--- config.mk ---
export PLATFORM = sky130hd
export DESIGN_NAME = stopwatch_display_feeder
export DESIGN_NICKNAME = d
export VERILOG_FILES = /design/src/rtl/stopwatch_display_feeder.sv
export SDC_FILE = /design/constraint.sdc
export NUM_CORES = 1
export LEC_CHECK = 0
export ABC_CLOCK_PERIOD_IN_PS = 3200
export BUFFER_PORTS_ARGS = -buffer_cell sky130_fd_sc_hd__buf_2
export CORE_ASPECT_RATIO = 1.75
export CORE_MARGIN = 5
export CORE_UTILIZATION = 50
export CTS_BUF_LIST = sky130_fd_sc_hd__clkbuf_8
export DETAILED_ROUTE_END_ITERATION = 12
export PLACE_DENSITY = 0.75
export SYNTH_ARGS = -nofsm -noshare
export SYNTH_HDL_FRONTEND = slang
export SYNTH_SLANG_ARGS = --single-unit
--- constraint.sdc ---
create_clock -name clk -period 3.2 [get_ports clk]
set_input_delay 0 -clock clk [delete_from_list [all_inputs] [get_ports clk]]
set_output_delay 0 -clock clk [all_outputs]
set_load 0.01 [all_outputs]
--- src/rtl/stopwatch_display_feeder.sv ---
// -----------------------------------------------------------------------------
// stopwatch_display_feeder
//
// Purpose:
//   A centisecond-style stopwatch. A prescaler turns clk into count ticks. The
//   running count is pushed to a downstream display stage through a small
//   rdy/wen/done handshake. Writes are driven by a sticky "pending" flag, so
//   intermediate values may be skipped when the display is slow, but the most
//   recent count always ends up on the display.
//
// Parameters:
//   TICK_CYCLES  - clk cycles per count increment
//   MAX_COUNT    - largest count value; the next tick wraps to 0
//   DONE_TIMEOUT - cycles after wen to wait for done before retrying
//
// Ports:
//   clk        in   system clock
//   rst_n      in   asynchronous active-low reset
//   start_stop in   single-cycle pulse, toggles running
//   clear      in   single-cycle pulse, stops and zeroes (wins over start_stop)
//   rdy        in   display stage can accept a write
//   done       in   single-cycle pulse, display write complete
//   data       out  [31:0] count value offered to the display
//   wen        out  single-cycle write strobe
//   base       out  constant 1 (decimal display)
//   running    out  high while counting
// -----------------------------------------------------------------------------
module stopwatch_display_feeder #(
  parameter int TICK_CYCLES  = 500_000,
  parameter int MAX_COUNT    = 999_999,
  parameter int DONE_TIMEOUT = 1023
) (
  input  logic        clk,
  input  logic        rst_n,
  input  logic        start_stop,
  input  logic        clear,
  input  logic        rdy,
  input  logic        done,
  output logic [31:0] data,
  output logic        wen,
  output logic        base,
  output logic        running
);

  localparam int PRE_W = (TICK_CYCLES > 1) ? $clog2(TICK_CYCLES) : 1;
  localparam int TMO_W = $clog2(DONE_TIMEOUT + 1);

  localparam logic [PRE_W-1:0] PRE_LAST = PRE_W'(TICK_CYCLES - 1);
  localparam logic [31:0]      CNT_MAX  = 32'(MAX_COUNT);
  localparam logic [TMO_W-1:0] TMO_LAST = TMO_W'(DONE_TIMEOUT - 1);

  typedef enum logic [1:0] {S_IDLE, S_REQ, S_WAIT} state_t;

  logic             r_running;
  logic [PRE_W-1:0] r_presc;
  logic [31:0]      r_count;
  logic             r_pend;
  state_t           r_state;
  logic [31:0]      r_data;
  logic             r_wen;
  logic [TMO_W-1:0] r_tmo;

  logic w_tick;
  logic w_latch;
  logic w_timeout;
  logic w_pend_set;

  assign w_tick     = r_running && (r_presc == PRE_LAST);
  assign w_latch    = (r_state == S_IDLE) && r_pend && rdy;
  // r_tmo counts cycles since the wen cycle, so a retry strobe lands
  // DONE_TIMEOUT+1 cycles after the abandoned one.
  assign w_timeout  = (r_state == S_WAIT) && !done && (r_tmo >= TMO_LAST);
  assign w_pend_set = w_tick || clear || w_timeout;

  // Run state, prescaler and count
  always_ff @(posedge clk or negedge rst_n) begin
    if (!rst_n) begin
      r_running <= 1'b0;
      r_presc   <= '0;
      r_count   <= '0;
    end else if (clear) begin
      r_running <= 1'b0;
      r_presc   <= '0;
      r_count   <= '0;
    end else begin
      if (start_stop) r_running <= ~r_running;
      // start_stop deliberately leaves the prescaler phase untouched
      if (r_running) r_presc <= w_tick ? '0 : r_presc + PRE_W'(1);
      if (w_tick)    r_count <= (r_count == CNT_MAX) ? '0 : r_count + 32'd1;
    end
  end

  // Sticky pending flag; a new request beats the latch that would clear it.
  // Reset value 1 forces a write of 0 right after reset.
  always_ff @(posedge clk or negedge rst_n) begin
    if (!rst_n)          r_pend <= 1'b1;
    else if (w_pend_set) r_pend <= 1'b1;
    else if (w_latch)    r_pend <= 1'b0;
  end

  // Write FSM; data is only reloaded in S_IDLE so it holds through the write
  always_ff @(posedge clk or negedge rst_n) begin
    if (!rst_n) begin
      r_state <= S_IDLE;
      r_data  <= '0;
      r_wen   <= 1'b0;
      r_tmo   <= '0;
    end else begin
      case (r_state)
        S_IDLE: begin
          r_wen <= 1'b0;
          if (w_latch) begin
            r_data  <= r_count;
            r_wen   <= 1'b1;
            r_state <= S_REQ;
          end
        end
        S_REQ: begin
          r_wen   <= 1'b0;
          r_tmo   <= TMO_W'(1);
          r_state <= S_WAIT;
        end
        S_WAIT: begin
          r_wen <= 1'b0;
          if (done || w_timeout) r_state <= S_IDLE;
          else                   r_tmo   <= r_tmo + TMO_W'(1);
        end
        default: begin
          r_wen   <= 1'b0;
          r_state <= S_IDLE;
        end
      endcase
    end
  end

  assign data    = r_data;
  assign wen     = r_wen;
  assign base    = 1'b1;
  assign running = r_running;

endmodule

==> results of run 1 <==
## registers in the layout (all words and copies together), names as in the netlist
name	cells
data	32
r_count	32
r_pend	1
r_presc	19
r_state	2
r_tmo	10
running	1
wen	1
## worst max-delay path: cells and delay by family (launching register included)
family                 cells  cell delay, ns
AO/OA/AOI/OAI              2            0.32
buffers and inverters      1            0.30
flip-flops                 1            0.46
AND/OR/NAND/NOR            3            1.40
## layout by cell type (no fill, tap or decap), drive strengths merged, types with 5 or more instances in the layout
cell / netlist / routed
nor4: 8 / 8
xnor2: 11 / 11
nand2: 30 / 30
dlygate4sd3: 0 / 6
clkbuf: 11 / 9
nor3: 10 / 10
dfrtp: 97 / 97
o31ai: 9 / 9
xor2: 12 / 12
nand4: 11 / 11
o21ai: 30 / 30
nor2b: 5 / 5
inv: 14 / 15
nor2: 41 / 41
a21oi: 16 / 16
and3: 10 / 10
nand3: 18 / 18
or3: 11 / 11
buf: 9 / 47
mux2: 33 / 33
or2: 5 / 5
## cell type report
cell class	count	area share, %
flip-flops and latches	98	46.7
well taps	122	2.90
multi-input cells	316	39.9
clock buffers	9	2.36
inverters	14	1.00
clock inverters	7	0.905
repair buffers	53	6.28
## metal layers
metal | global-route usage (%) | routed length [µm] | vias up
li1 | - | - | 1687
met1 | 20.2 | 3860 | 1741
met2 | 31.5 | 5360 | 75
met3 | 3.27 | 353 | 17
met4 | 8.10 | 216 | 0
met5 | 0 | 0 | -
## synth_stat cells (all sizes together) (2+ instances only)
library cell | number | share of area [%]
nor2b | 5 | 0.67
xor2 | 12 | 2.2
or2 | 5 | 0.67
inv | 14 | 1.1
o21a | 2 | 0.32
nand2b | 4 | 0.53
buf | 9 | 1.4
a21o | 4 | 0.64
nand4b | 3 | 0.88
a31oi | 3 | 0.40
nor4 | 8 | 1.1
xnor2 | 11 | 2.0
ha | 4 | 1.1
mux2 | 33 | 7.9
nand4 | 11 | 1.5
o41ai | 3 | 0.88
and3 | 10 | 1.3
and4 | 4 | 0.75
a22o | 2 | 0.37
or3 | 11 | 1.5
a21oi | 16 | 1.7
nor3b | 4 | 0.64
nand3 | 18 | 1.9
o31ai | 9 | 1.4
clkbuf | 11 | 0.88
o21ai | 30 | 3.2
nor4b | 2 | 0.51
nor2 | 41 | 3.3
nor3 | 10 | 1.1
dfrtp | 97 | 52
mux2i | 4 | 0.85
nand2 | 30 | 2.4
and2 | 4 | 0.53
or4b | 2 | 0.43
## cell families (layout without fill, tap and decap cells)
logic type	Yosys count	after routing	share of synthesized area (%)
simple gates	174	174	19.9
flops	98	98	52.2
compound gates	77	77	10.4
mux	37	37	8.75
buf+inv	34	83	3.35
xor+xnor	23	23	4.28
fa+ha+maj	4	4	1.06
other cells	1	1	0.0798
## repair_timing
item	4_1_cts	5_1_grt
hold buffers	6	0
resized for setup	0	0
hold endpoints to repair	89	0
## worst paths after layout
kind / to / start / cells past startpoint / slack [ns]
worst max-delay path: r_count[3] / r_count[22] / 6 / 0.60
max in group asynchronous: data[15] / rst_n / 3 / 2.11
worst max register to register: r_count[3] / r_count[22] / 6 / 0.60
min in group clk: r_state[0] / rdy / 4 / 0.47
worst min-delay path: data[26] / rst_n / 2 / 0.34
worst min register to register: data[27] / data[27] / 1 / 0.51
## per-stage QoR
| step | hold slack [ns] | setup WS (ns) | util [%] |
|---|---|---|---|
| floorplan | -0.296 | 0.929 | - |
| detailed placement | 0.246 | 0.621 | 53.7 |
| finish | 0.343 | 0.598 | 56.2 |
| global route | 0.443 | 0.414 | 56.2 |
| global placement | 0.229 | 0.666 | 53.7 |
| CTS | 0.392 | 0.601 | 56.2 |
## report_power, final
part	internal, mW	leakage [nW]	total, mW	switching (mW)
Sequential	1.28	1.36	1.32	0.0441
Combinational	0.118	0.997	0.271	0.153
Clock	0.279	0.0787	0.710	0.430
Total	1.68	2.43	2.31	0.627
==> qor.txt, run 1 <==
Primary FF master, synth -> dfrtp_1
# setup viols final -> 0
GR Overflow Total -> 0
final setup TNS -> 0 ns
unrepaired setup endpoints after global routing -> no
setup clock skew after layout -> 0.00896 ns
area of the die -> 0.0115 mm²
Worst-Skew Late Latency -> 0.36 ns
post-detailed-placement cell area -> 0.00502 mm²
area added between synthesis and finish -> 11.8%
Port Buf Inserts -> 39
vias in the first global route -> 3605
overall via count from detail_route -> 3520
TritonCTS Buffers -> 9
count of flip-flops with a built-in enable after synthesis -> 0
sequential element share of the synthesized area -> 52.2%
Post-Synthesis Cells -> 448
total global-route track usage -> 17.6%
Worst-Margin Slew -> 1.02 ns
sequential cell area in the final layout -> 0.00245 mm²
total count of max-transition violations in the final report -> 0
biggest cell delay along the critical path -> 0.68 ns
layout cell share with drive strength beyond 1 -> 21.3%
total inserted antenna cells -> 0
peak fanout along the critical path -> 19
slowest library cell on the worst path -> or4b_2
number of max-cap violations -> 0
DR WL/cell -> 15.8 µm
Final Net Count -> 502
worst min path class -> input pin to asynchronous set/reset pin
worst-path cell chain -> or4b_2 > nor3_1 > a41o_1 > or2_1 > buf_4 > o31ai_1
post-synthesis cell type count -> 56
effective utilization at floorplan -> 50.3%
Seq cells post-synth -> 98
half-perimeter wire length after placement -> 7060 µm
placement row count -> 47
Required @ worst endpoint -> 3.44 ns
cell area after layout -> 0.00526 mm²
clk root buf -> clkbuf_8
final critical-path required period -> 2.60 ns
Sinks on Clock Net -> 98
post-synthesis net count -> 458
Slew headroom -> 31.7%
maximum buffer depth of the clock tree -> 2
number of antenna violations at the first check in global routing -> 0
Layout Cells excl Fill -> 619
# H-tree levels -> 3
I/O Pins -> 41
Design Power -> 2.31 mW
Multi-input gate area -> 0.00210 mm²
Fmax achieved -> 384 MHz
global-route wire length before repair -> 16700 µm
Core Region -> 0.00935 mm²
dpl cells -> 597
number of warnings reported in the yosys synthesis log -> 0
CTS tree -> yes
Crit Path Category -> register to register
post-CTS setup buffer count -> 0
PD cells -> 439 mW/mm²
post-synthesis area per instance -> 10.5 µm²
maximum ir drop on the vdd rail -> 0.249 mV
weighted congestion reported at the end of routability-driven placement -> 0.864
Critical Path Source Type -> register
residual antenna-violating net count after detailed routing -> 0
netlist area before placement -> 0.00470 mm²
largest net degree at the start of global routing -> 83
Async S/R FF share, synth -> 100%
initial detailed-routing violation count -> 170
endpoint type of the worst setup path -> register
DIE HEIGHT -> 138 µm
number of iterations in the first detailed-routing pass -> 4
standby leakage power -> 2.43 nW
outcome -> finished clean
share of the clock period used by the worst path after layout -> 81.3%
count of filler cells inserted in the layout -> 827
Final Routed Wirelength -> 9790 µm
clk slew on worst S/H paths -> 0.09 ns
routed vias/inst -> 5.69
signal arrival time at the worst endpoint -> 2.84 ns
chip width -> 83.3 µm
remaining routing DRC violations -> 0
number of hold-slack violations in the final timing report -> 0
Note: power is estimated with default switching activity, not from simulation.
==> inputs of run 2 (changes only) <==
- ABC_CLOCK_PERIOD_IN_PS: 3200 -> 2500
- clock period: 3.2 -> 2.5 ns (I/O delays scaled with it)
==> qor.txt, run 2 (synthesized netlist as in run 1, its figures left out) <==
outcome -> finished clean
cell count of the worst reg-to-reg path -> 7 (+1)
worst min path class -> input pin to asynchronous set/reset pin
final setup TNS -> 0 ns (unchanged)
number of antenna violations at the first check in global routing -> 0 (unchanged)
standby leakage power -> 2.55 nW (+4.8%)
peak fanout along the critical path -> 24 (+5)
I/O Pins -> 41 (unchanged)
total inserted antenna cells -> 0 (unchanged)
Fmax achieved -> 420 MHz (+9.4%)
Layout Cells excl Fill -> 635 (+2.6%)
number of hold-slack violations in the final timing report -> 0 (unchanged)
Crit Path Category -> register to register
TritonCTS Buffers -> 9 (unchanged)
Worst-Margin Slew -> 0.558 ns (-0.467 ns)
number of iterations in the first detailed-routing pass -> 4 (unchanged)
vias in the first global route -> 3775 (+4.7%)
r2r endpoint -> r_count[27]
count of filler cells inserted in the layout -> 808 (-2.3%)
DR WL/cell -> 15.8 µm (-0.11%)
Sinks on Clock Net -> 98 (unchanged)
DIE HEIGHT -> 138 µm (unchanged)
Final Net Count -> 518 (+3.2%)
global routing met2 resource utilization -> 32.0% (+0.51 points)
half-perimeter wire length after placement -> 7260 µm (+2.9%)
Crit Reg-Reg Startpoint -> r_presc[14]
setup clock skew after layout -> 0.0143 ns (+0.00537 ns)
# H-tree levels -> 3 (unchanged)
Final Routed Wirelength -> 10000 µm (+2.5%)
placement row count -> 47 (unchanged)
clk root buf -> clkbuf_8
maximum ir drop on the vdd rail -> 0.288 mV (+16%)
endpoint type of the worst setup path -> register
effective utilization at floorplan -> 50.3% (unchanged)
total count of max-transition violations in the final report -> 0 (unchanged)
Port Buf Inserts -> 39 (unchanged)
number of max-cap violations -> 0 (unchanged)
maximum buffer depth of the clock tree -> 2 (unchanged)
Slew headroom -> 62.8% (+31 points)
global-route wire length before repair -> 17600 µm (+5.1%)
dpl cells -> 612 (+2.5%)
routed vias/inst -> 5.62 (-1.2%)
GR Overflow Total -> 0 (unchanged)
CTS tree -> yes
worst slack at placement -> 0.0918 ns (-0.529 ns)
signal arrival time at the worst endpoint -> 2.67 ns (-0.17 ns)
overall via count from detail_route -> 3568 (+1.4%)
most crowded layer after global routing -> met2
residual antenna-violating net count after detailed routing -> 0 (unchanged)
final core utilization -> 57.9% (+1.7 points)
Worst-Skew Late Latency -> 0.37 ns (about the same)
remaining routing DRC violations -> 0 (unchanged)
clk slew on worst S/H paths -> 0.09 ns (about the same)
PD cells -> 558 mW/mm² (+27%)
most frequent cells in the layout -> dfrtp_1 (97), nor2_1 (41), buf_2 (38)
# setup viols final -> 0 (unchanged)
most common cell after layout, fill and taps aside -> dfrtp_1
largest net degree at the start of global routing -> 57 (-31%)
area of the die -> 0.0115 mm² (unchanged)
register-to-register setup slack -> 0.12 ns (-0.48 ns)
initial detailed-routing violation count -> 185 (+8.8%)
weighted congestion reported at the end of routability-driven placement -> 0.840 (-2.8%)
area added between synthesis and finish -> 15.2%
share of the clock period used by the worst path after layout -> 95.2% (+14 points)
total global-route track usage -> 18.5% (+0.84 points)
crit path setup slack, layout -> 0.121 ns (-0.476 ns)
Core Region -> 0.00935 mm² (unchanged)
Critical Path Source Type -> register
chip width -> 83.3 µm (unchanged)
unrepaired setup endpoints after global routing -> no
met1 Track Usage GR -> 21.5% (+1.4 points)
layout cell share with drive strength beyond 1 -> 24.2% (+2.8 points)
GRT met3 Usage -> 3.39% (+0.12 points)
Required @ worst endpoint -> 2.79 ns (-0.65 ns)
final critical-path required period -> 2.38 ns (-0.224 ns)
run 2: layer usage:
| layer | wire (µm) | up-vias |
|---|---|---|
| li1 | - | 1718 |
| met4 | 323 | 0 |
| met3 | 297 | 23 |
| met2 | 5350 | 67 |
| met5 | 0 | - |
| met1 | 4060 | 1760 |
run 2: worst max-delay path by stage:
stage / startpoint / endpoint / cells past startpoint
floorplan: r_presc[14] / r_count[14] / 7
global placement: r_presc[14] / r_count[22] / 7
detailed placement: r_presc[14] / r_count[27] / 7
CTS: r_presc[14] / r_count[27] / 7
global route: r_presc[14] / r_count[14] / 7
finish: r_presc[14] / r_count[27] / 7
run 2: cell type report:
| class | instances | area, µm² | area share [%] |
|---|---|---|---|
| well taps | 122 | 153 | 2.82 |
| inverters | 14 | 52.6 | 0.970 |
| clock inverters | 4 | 25.0 | 0.462 |
| repair buffers | 69 | 463 | 8.55 |
| multi-input cells | 316 | 2100 | 38.8 |
| flip-flops and latches | 98 | 2450 | 45.3 |
| clock buffers | 12 | 165 | 3.05 |
run 2: power breakdown:
group,internal (mW),total [mW],switching [mW]
combinational,0.145,0.340,0.195
clock,0.443,0.982,0.540
sequential,1.64,1.70,0.0596
total,2.23,3.02,0.794
run 2: per-stage QoR:
stage               hold slack [ns]  area [µm²]  total power [mW]
finish                        0.175        5420              3.02
global route                  0.228        5420              3.16
CTS                           0.197        5400              3.04
detailed placement           0.0321        5150              2.07
global placement             0.0281        5150              2.05
floorplan                    -0.296        4700              1.94
run 2: repair_timing:
action	in CTS	in global routing
hold buffers	6	0
setup buffers	0	1
hold endpoints to repair	51	0
gates resized for setup	0	2
endpoints found under the setup margin	0	14
run 2: critical path: stages (launching register included):
cell	delay [ns]
dfrtp_1	0.39
or4b_1	0.50
or3_4	0.34
nand4b_4	0.19
or2_4	0.27
buf_12	0.16
or3_1	0.36
o21ai_1	0.09
==> inputs of run 3 (changes only) <==
- CORE_ASPECT_RATIO: 1.75 -> 0.6
==> qor.txt, run 3 (synthesized netlist as in run 1, its figures left out) <==
maximum ir drop on the vdd rail -> 0.356 mV (+23%)
total inserted antenna cells -> 0 (unchanged)
clk slew on worst S/H paths -> 0.09 ns (about the same)
cell count of the worst reg-to-reg path -> 6 (-1)
initial detailed-routing violation count -> 218 (+18%)
Core Region -> 0.00919 mm² (-1.7%)
largest net degree at the start of global routing -> 51 (-11%)
standby leakage power -> 2.55 nW (+0.25%)
most common cell after layout, fill and taps aside -> dfrtp_1
DIE HEIGHT -> 85.1 µm (-38%)
number of hold-slack violations in the final timing report -> 0 (unchanged)
residual antenna-violating net count after detailed routing -> 0 (unchanged)
CTS tree -> yes
remaining routing DRC violations -> 0 (unchanged)
# H-tree levels -> 3 (unchanged)
Final Routed Wirelength -> 10500 µm (+4.3%)
maximum buffer depth of the clock tree -> 2 (unchanged)
register-to-register setup slack -> 0.08 ns (-0.04 ns)
Port Buf Inserts -> 39 (unchanged)
DR WL/cell -> 16.3 µm (+3.0%)
weighted congestion reported at the end of routability-driven placement -> 0.850 (+1.3%)
effective utilization at floorplan -> 51.2% (+0.88 points)
signal arrival time at the worst endpoint -> 2.69 ns (+0.02 ns)
Worst-Skew Late Latency -> 0.38 ns (about the same)
Design Power -> 3.03 mW (+0.24%)
dpl cells -> 620 (+1.3%)
worst min path class -> input pin to asynchronous set/reset pin
final setup TNS -> 0 ns (unchanged)
setup clock skew after layout -> 0.0135 ns (-0.000804 ns)
Layout Cells excl Fill -> 643 (+1.3%)
total global-route track usage -> 19.3% (+0.79 points)
final critical-path required period -> 2.42 ns (+0.0364 ns)
GR Overflow Total -> 0 (unchanged)
Sinks on Clock Net -> 98 (unchanged)
Crit Reg-Reg Startpoint -> r_presc[11]
total count of max-transition violations in the final report -> 0 (unchanged)
half-perimeter wire length after placement -> 7400 µm (+1.9%)
Final Net Count -> 518 (unchanged)
clk root buf -> clkbuf_8
share of the clock period used by the worst path after layout -> 96.6% (+1.5 points)
number of max-cap violations -> 0 (unchanged)
Fmax achieved -> 414 MHz (-1.5%)
Crit Path Category -> register to register
routed vias/inst -> 5.62 (about the same)
area of the die -> 0.0115 mm² (-0.11%)
Slew headroom -> 56.7% (-6.1 points)
peak fanout along the critical path -> 7 (-71%)
endpoint type of the worst setup path -> register
most frequent cells in the layout -> dfrtp_1 (97), nor2_1 (41), buf_2 (38)
outcome -> finished clean
overall via count from detail_route -> 3616 (+1.3%)
# setup viols final -> 0 (unchanged)
PD cells -> 558 mW/mm² (about the same)
layout cell share with drive strength beyond 1 -> 24.6% (+0.39 points)
global-route wire length before repair -> 17600 µm (+0.16%)
number of iterations in the first detailed-routing pass -> 5 (+1)
number of antenna violations at the first check in global routing -> 0 (unchanged)
r2r endpoint -> r_count[16]
Critical Path Source Type -> register
I/O Pins -> 41 (unchanged)
Worst-Margin Slew -> 0.649 ns (+0.0913 ns)
TritonCTS Buffers -> 9 (unchanged)
vias in the first global route -> 3493 (-7.5%)
area added between synthesis and finish -> 15.5%
chip width -> 135 µm (+62%)
placement row count -> 27 (-43%)
Required @ worst endpoint -> 2.77 ns (-0.02 ns)
## run 3: cell count changes in the layout (fill, tap and decap cells not counted), sizes merged
| cell | delta |
|---|---|
| clkinv | +1 |
| clkbuf | -1 |
## run 3: per-layer routing
| layer | GRT usage (%) | vias to the layer above | routed length (µm) |
|---|---|---|---|
| met1 | 28.5 | 1768 | 5260 |
| met4 | 7.32 | 0 | 194 |
| met3 | 5.86 | 18 | 609 |
| met5 | 0 | - | 0 |
| met2 | 26.4 | 105 | 4400 |
| li1 | - | 1725 | - |
## run 3: worst max path at each step
stage | startpoint | to | depth (start not counted)
after floorplan | r_presc[14] | r_count[14] | 7
after global placement | r_presc[11] | r_count[22] | 7
after detailed placement | r_presc[11] | r_count[22] | 7
after CTS | r_presc[11] | r_count[18] | 7
after global routing | r_presc[11] | r_count[22] | 7
final | r_presc[11] | r_count[16] | 6
## run 3: power breakdown
part | total, mW | leakage [nW] | internal, mW | switching, mW
Combinational | 0.344 | 1.10 | 0.142 | 0.202
Sequential | 1.70 | 1.36 | 1.64 | 0.0588
Clock | 0.986 | 0.0961 | 0.420 | 0.566
## run 3: per-stage QoR
| stage | worst slack (ns) | hold slack, ns | cell area [µm²] | util, % |
|---|---|---|---|---|
| 2_1_floorplan | 0.229 | -0.296 | 4700 | - |
| 3_3_place_gp | 0.134 | 0.0661 | 5160 | 56.2 |
| 3_5_place_dp | 0.0573 | 0.0743 | 5160 | 56.2 |
| 4_1_cts | 0.0390 | 0.187 | 5410 | 58.8 |
| 5_1_grt | -0.00297 | 0.247 | 5430 | 59.1 |
| 6_report | 0.0849 | 0.190 | 5430 | 59.1 |
## run 3: timing repair
item	4_1_cts	5_1_grt
buffers inserted	0	1
endpoints found under the setup margin	0	14
hold buffers	6	0
hold endpoints to repair	57	0
gates resized for setup	0	4
## run 3: worst max-delay path, stage by stage (launching register included)
cell and delay [ns]:
dfrtp_1 0.43, or4b_1 0.51, or3_4 0.34, nand4b_1 0.28, nand2b_1 0.33, o21ai_0 0.17, a22o_1 0.26
## run 3: cell type report
class	instances	area (µm²)
Fill cell	783	3760
Inverter	14	52.6
Timing Repair Buffer	69	463
Sequential cell	98	2450
Tap cell	130	163
Clock buffer	11	151
Clock inverter	5	35.0
Multi-Input combinational cell	316	2110
